$ cat src/rtl/jstk_pkg.sv
// Shared types and constants for the PmodJSTK SPI responder.
package jstk_pkg;

  localparam int unsigned JSTK_FRAME_BITS     = 40;
  localparam int unsigned JSTK_CNT_W          = 6;
  localparam logic [5:0]  JSTK_LED_CMD_PREFIX = 6'b100000;

  // Command byte (byte0) position inside the 40-bit rx shift register
  localparam int unsigned JSTK_CMD_MSB = 39;
  localparam int unsigned JSTK_CMD_LSB = 32;
  // Bit presented on miso
  localparam int unsigned JSTK_TX_MSB  = 39;

  typedef enum logic [1:0] {
    ST_IDLE  = 2'd0,
    ST_SHIFT = 2'd1,
    ST_DONE  = 2'd2
  } jstk_state_e;

  // Joystick reply frame, byte0 first on the wire
  typedef struct packed {
    logic [7:0] x_lo;
    logic [5:0] x_pad;
    logic [1:0] x_hi;
    logic [7:0] y_lo;
    logic [5:0] y_pad;
    logic [1:0] y_hi;
    logic [4:0] btn_pad;
    logic [2:0] btn;
  } jstk_frame_t;

  function automatic jstk_frame_t jstk_pack(input logic [9:0] x,
                                            input logic [9:0] y,
                                            input logic [2:0] b);
    jstk_frame_t f;
    f.x_lo    = x[7:0];
    f.x_pad   = 6'b0;
    f.x_hi    = x[9:8];
    f.y_lo    = y[7:0];
    f.y_pad   = 6'b0;
    f.y_hi    = y[9:8];
    f.btn_pad = 5'b0;
    f.btn     = b;
    return f;
  endfunction

endpackage

$ cat src/rtl/spi_pin_sync.sv
// Multi-flop synchronizer for one SPI pin with optional rise/fall detector.
module spi_pin_sync #(
  parameter int unsigned STAGES    = 2,
  parameter bit          RESET_VAL = 1'b0,
  parameter bit          EDGE_EN   = 1'b1
) (
  input  logic clk,
  input  logic rst_n,
  input  logic pin,
  output logic level,
  output logic rise_c,
  output logic fall_c
);

  logic [STAGES-1:0] sync_q;

  // Synchronizer chain
  always_ff @(posedge clk or negedge rst_n) begin
    if (!rst_n) sync_q <= {STAGES{RESET_VAL}};
    else        sync_q <= {sync_q[STAGES-2:0], pin};
  end

  assign level = sync_q[STAGES-1];

  if (EDGE_EN) begin : g_edge
    logic prev_q;

    // One-flop history for edge detection
    always_ff @(posedge clk or negedge rst_n) begin
      if (!rst_n) prev_q <= RESET_VAL;
      else        prev_q <= level;
    end

    assign rise_c = level & ~prev_q;
    assign fall_c = ~level & prev_q;
  end else begin : g_no_edge
    assign rise_c = 1'b0;
    assign fall_c = 1'b0;
  end

endmodule

$ cat src/rtl/jstk_spi_responder.sv
// PmodJSTK emulator: answers the 5-byte joystick SPI frame.
// Optional LED command decode enabled by defining JSTK_RESP_LED_CMD_EN.
module jstk_spi_responder
  import jstk_pkg::*;
#(
  parameter int unsigned SYNC_STAGES = 2
) (
  input  logic       clk,
  input  logic       clr,
  input  logic       ss,
  input  logic       sclk,
  input  logic       mosi,
  output logic       miso,
  input  logic [9:0] x_pos,
  input  logic [9:0] y_pos,
  input  logic [2:0] btn,
  output logic [1:0] led,
  output logic       busy,
  output logic       frame_done,
  output logic       frame_err
);

  logic ss_lvl, ss_rise, ss_fall;
  logic sclk_lvl, sclk_rise, sclk_fall;
  logic mosi_lvl, mosi_rise_unused, mosi_fall_unused;

  spi_pin_sync #(.STAGES(SYNC_STAGES), .RESET_VAL(1'b1), .EDGE_EN(1'b1)) u_ss_sync (
    .clk(clk), .rst_n(clr), .pin(ss),
    .level(ss_lvl), .rise_c(ss_rise), .fall_c(ss_fall)
  );

  spi_pin_sync #(.STAGES(SYNC_STAGES), .RESET_VAL(1'b0), .EDGE_EN(1'b1)) u_sclk_sync (
    .clk(clk), .rst_n(clr), .pin(sclk),
    .level(sclk_lvl), .rise_c(sclk_rise), .fall_c(sclk_fall)
  );

  spi_pin_sync #(.STAGES(SYNC_STAGES), .RESET_VAL(1'b0), .EDGE_EN(1'b0)) u_mosi_sync (
    .clk(clk), .rst_n(clr), .pin(mosi),
    .level(mosi_lvl), .rise_c(mosi_rise_unused), .fall_c(mosi_fall_unused)
  );

  jstk_state_e                state_q, state_d;
  logic [JSTK_FRAME_BITS-1:0] tx_q, tx_d;
  logic [JSTK_FRAME_BITS-1:0] rx_q, rx_d;
  logic [JSTK_CNT_W-1:0]      cnt_q, cnt_d;
  logic                       miso_d, busy_d, done_d, err_d;
  logic                       ss_lvl_unused;

  // Level of ss is implied by its edges; only edges drive the FSM
  assign ss_lvl_unused = ss_lvl ^ sclk_lvl;

  // State and datapath registers
  always_ff @(posedge clk or negedge clr) begin
    if (!clr) begin
      state_q    <= ST_IDLE;
      tx_q       <= '0;
      rx_q       <= '0;
      cnt_q      <= '0;
      miso       <= 1'b0;
      busy       <= 1'b0;
      frame_done <= 1'b0;
      frame_err  <= 1'b0;
    end else begin
      state_q    <= state_d;
      tx_q       <= tx_d;
      rx_q       <= rx_d;
      cnt_q      <= cnt_d;
      miso       <= miso_d;
      busy       <= busy_d;
      frame_done <= done_d;
      frame_err  <= err_d;
    end
  end

  // Next-state and datapath update
  always_comb begin
    state_d = state_q;
    tx_d    = tx_q;
    rx_d    = rx_q;
    cnt_d   = cnt_q;
    miso_d  = miso;
    done_d  = 1'b0;
    err_d   = 1'b0;
    unique case (state_q)
      ST_IDLE: begin
        if (ss_fall) begin
          tx_d    = JSTK_FRAME_BITS'(jstk_pack(x_pos, y_pos, btn));
          miso_d  = tx_d[JSTK_TX_MSB];
          cnt_d   = '0;
          state_d = ST_SHIFT;
        end
      end
      ST_SHIFT: begin
        if (ss_rise) begin
          err_d   = 1'b1;
          rx_d    = '0;
          cnt_d   = '0;
          miso_d  = 1'b0;
          state_d = ST_IDLE;
        end else if (sclk_rise) begin
          rx_d  = {rx_q[JSTK_FRAME_BITS-2:0], mosi_lvl};
          cnt_d = cnt_q + JSTK_CNT_W'(1);
          if (cnt_q == JSTK_CNT_W'(JSTK_FRAME_BITS - 1)) begin
            miso_d  = 1'b0;
            state_d = ST_DONE;
          end
        end else if (sclk_fall) begin
          tx_d   = {tx_q[JSTK_FRAME_BITS-2:0], 1'b0};
          miso_d = tx_d[JSTK_TX_MSB];
        end
      end
      ST_DONE: begin
        miso_d = 1'b0;
        if (ss_rise) begin
          done_d  = 1'b1;
          cnt_d   = '0;
          state_d = ST_IDLE;
        end
      end
      default: state_d = ST_IDLE;
    endcase
    busy_d = (state_d != ST_IDLE);
  end

`ifdef JSTK_RESP_LED_CMD_EN
  // Latch LED command from byte0 at the end of a valid frame
  always_ff @(posedge clk or negedge clr) begin
    if (!clr) led <= 2'b00;
    else if (done_d && (rx_q[JSTK_CMD_MSB -: 6] == JSTK_LED_CMD_PREFIX))
      led <= rx_q[JSTK_CMD_LSB +: 2];
  end
`else
  logic rx_unused;
  // Received data only paces the frame when LED decode is absent
  assign rx_unused = ^rx_q;
  assign led       = 2'b00;
`endif

endmodule

$ cat config.mk
export PLATFORM = sky130hd
export DESIGN_NAME = jstk_spi_responder
export DESIGN_NICKNAME = d
export VERILOG_FILES = /design/src/rtl/jstk_pkg.sv /design/src/rtl/spi_pin_sync.sv /design/src/rtl/jstk_spi_responder.sv
export SDC_FILE = /design/constraint.sdc
export NUM_CORES = 1
export LEC_CHECK = 0
export CORE_MARGIN = 4
export CORE_UTILIZATION = 55
export DETAILED_ROUTE_END_ITERATION = 7
export PLACE_DENSITY = 0.86
export SLEW_MARGIN = 20
export SYNTH_ARGS = -nofsm -noshare
export SYNTH_HDL_FRONTEND = slang
export SYNTH_SLANG_ARGS = --single-unit
$ cat constraint.sdc
create_clock -name clk -period 2.7 [get_ports clk]
set_clock_uncertainty 0.1 [all_clocks]
set_input_delay 0.27 -clock clk [delete_from_list [all_inputs] [get_ports clk]]
set_output_delay 0.27 -clock clk [all_outputs]
set_load 0.03 [all_outputs]
==> run metrics, run 1 <==
status=finished, final reports clean; Antenna diodes=0; Max rail drop VDD=0.3979 mV; clock share of power=22.0%; pin count of the biggest net entering global routing=42; HP Start=ss; NetSw=0.0009499 W; Worst Setup Start Kind=register; share of cells above drive strength 1=25.00%; first-pass GRT wire length=8907 µm; Overflow after GRT=0; Num CTS Buffers=9; sequential share of the synthesized area=51.30%; Worst Reg-to-Reg Cells=7; RSZ-0062 raised after global routing=no; num ports=34; Min-Delay Path Class=in -> reg; clk sinks=57; relative slew slack=51.88%; die width=79.20 µm; FMAX=0.4329 GHz; final net count=302; kind of end point of the critical path=register; CP Max Fanout=20; most area-consuming cells after synthesis=dfrtp_1 48%, mux2_2 17%, mux2i_1 6.8%; Tcrit/Tclk final=85.55%; final hold viol count=0; Clock Path Buffers=2; gpl congestion=0.8952; Core Util, Final=69.17%; Post-Layout Cell Count=339; vias in the first global route=1953; # rows=25; TritonCTS clock tree=built; Synth area leader=dfrtp_1; placed cell count=323; crit path time final=2.310 ns; routed len/inst=15.28 µm; Logic pwr share=36.1%; worst r2r src=state_q[1]; Clock Latency Late Sink=0.32 ns; via count=1808; Mapped Cells=232; Yosys reg bits=57; Final WS setup=0.3901 ns; most common cell in the netlist=dfrtp_1; internal power=0.002033 W; Final setup viols=0; Crit Path Class=reg -> reg; Yosys cell types=43; Area Overhead vs Synth=19.52%; Sw Ratio=31.85%; initial detailed-routing violation count=159; I/O Buffers=30; asr flop ratio synth=100.0%; final antenna-violating net count=0; Avg Cell Area, Syn=12.02 µm²; Pins Over Slew Limit=0; EDFF count, synth=0; core area=4817 µm²; Detailed Route WL=5181 µm; Max Cap Viol=0; ys flop type=dfrtp_1; PD cells=895.2 nW/µm²; flop2flop setup slack=0.39 ns; H-tree level count=3; TNS Setup=0 ns; Lkg Pwr=1.496 nW; Synth warnings=0; clock root buffer=clkbuf_8; worst setup path startpoint=state_q[1]; DRC errors left=0; CP required=2.83 ns; mapped cell area=2788 µm²; die area=6272 µm²; Slew @ Worst Pin=0.7163 ns; area fraction of the dominant cell type after synthesis=48.47%; Reg power frac=41.8%; clock-pin slew of the registers on the worst-case setup and hold paths=0.06 ns; Worst setup endpoint=cnt_q[1]; worst reg2reg endpoint=cnt_q[1]; routed vias/inst=5.333; initial antenna violation count=0; pre-CTS setup slack=0.4087 ns; Commonest cells post-synth=54 x dfrtp_1, 42 x mux2_2, 21 x inv_1, 19 x mux2i_1, 18 x nand2_1; number of detailed-route iterations in the first pass=4; total global routing track utilization=18.74%; Final HPWL DP=3556 µm; Initial Util=57.87%; Critical Path AT=2.44 ns; CTS resizes=0; Die Y=79.20 µm
==> power by group through the flow <==
| stage | Combinational [W] | Clock, W | Sequential [W] |
|---|---|---|---|
| global placement | 0.00105 | 0 | 0.00124 |
| finish | 0.00108 | 0.000658 | 0.00125 |
| CTS | 0.00109 | 0.000678 | 0.00125 |
| floorplan | 0.000801 | 0 | 0.00124 |
| global route | 0.00117 | 0.000728 | 0.00127 |
| detailed placement | 0.00108 | 0 | 0.00126 |
==> logic make-up after synthesis <==
group | synth area share [%]
flops | 51.30
other cells | 0.1345
mux | 24.19
compound gates | 6.913
fa+ha+maj | 2.693
buf+inv | 5.700
simple gates | 9.066
==> flip-flops by register name (all words and copies together) (netlist names) <==
name	cells
u_ss_sync.sync_q	2
busy	1
frame_err	1
frame_done	1
miso	1
tx_q	39
cnt_q	6
u_sclk_sync.sync_q	2
u_ss_sync.g_edge.prev_q	1
u_sclk_sync.g_edge.prev_q	1
state_q	2
==> cell usage in the layout (no fill, tap or decap), drive strengths merged, types with 2 or more instances in the layout <==
master | Yosys | routed
nand2 | 18 | 18
ha | 6 | 6
nor2b | 4 | 4
nand4 | 2 | 2
buf | 8 | 5
clkdlybuf4s50 | 0 | 29
nor3 | 3 | 3
nand3 | 3 | 3
mux2 | 43 | 43
a21oi | 2 | 2
clkinv | 0 | 2
mux2i | 19 | 19
inv | 21 | 21
conb | 1 | 2
a211oi | 2 | 2
o31ai | 5 | 5
clkbuf | 3 | 12
dfrtp | 54 | 54
a311oi | 2 | 2
o21ai | 8 | 8
nand2b | 4 | 4
dfstp | 3 | 3
nor2 | 5 | 5
==> what timing repair did <==
item | 4_1_cts | 5_1_grt
buffers inserted | 0 | 0
hold endpoints to repair | 16 | 0
hold buffers | 1 | 0
==> metrics by stage <==
stage | power [W] | hold slack [ns] | cell area (µm²)
floorplan | 0.002041 | -0.1256 | 2791
global placement | 0.002286 | 0.1158 | 3159
detailed placement | 0.002341 | 0.1183 | 3159
CTS | 0.003015 | 0.2362 | 3332
global route | 0.003174 | 0.2327 | 3332
finish | 0.002983 | 0.2551 | 3332
==> per-layer routing <==
layer	share of wire [%]	vias up	global-route usage, %
li1	-	875	-
met3	5.9	6	3.968
met5	0	-	0
met2	49	48	29.71
met4	1.5	0	10.48
met1	43	879	23.85
==> worst min path at each step <==
stage / slack (ns) / to / cells after the start
floorplan: -0.13 / busy / 0
global placement: 0.12 / miso / 1
global route: 0.23 / u_ss_sync.sync_q[0] / 1
detailed placement: 0.12 / u_sclk_sync.sync_q[1] / 1
CTS: 0.24 / u_ss_sync.sync_q[0] / 1
finish: 0.26 / u_ss_sync.sync_q[0] / 1
==> worst max-delay path: stages (launching register included) <==
cell and delay (ns):
dfrtp_1 0.44, inv_1 0.13, ha_2 0.41, buf_12 0.20, nor2_1 0.07, nor3_1 0.59
o21ai_0 0.16, o31ai_1 0.10
==> final cells by class <==
cell class,count,area (µm²)
clock buffers,12,145.1
clock inverters,3,17.52
fillers,373,1485
inverters,21,78.83
multi-input cells,144,1216
flip-flops and latches,57,1430
well taps,67,83.83
repair buffers,35,360.3
(Power assumes the default switching activity.)
==> inputs of run 2 (changes only) <==
--- a/config.mk
+++ b/config.mk
@@ -9,7 +9,7 @@
 export CORE_UTILIZATION = 55
 export DETAILED_ROUTE_END_ITERATION = 7
 export PLACE_DENSITY = 0.86
-export SLEW_MARGIN = 20
+export SLEW_MARGIN = 15
 export SYNTH_ARGS = -nofsm -noshare
 export SYNTH_HDL_FRONTEND = slang
 export SYNTH_SLANG_ARGS = --single-unit
==> results of run 2 <==
Final layout, timing and power as in run 1 (identical DEF).
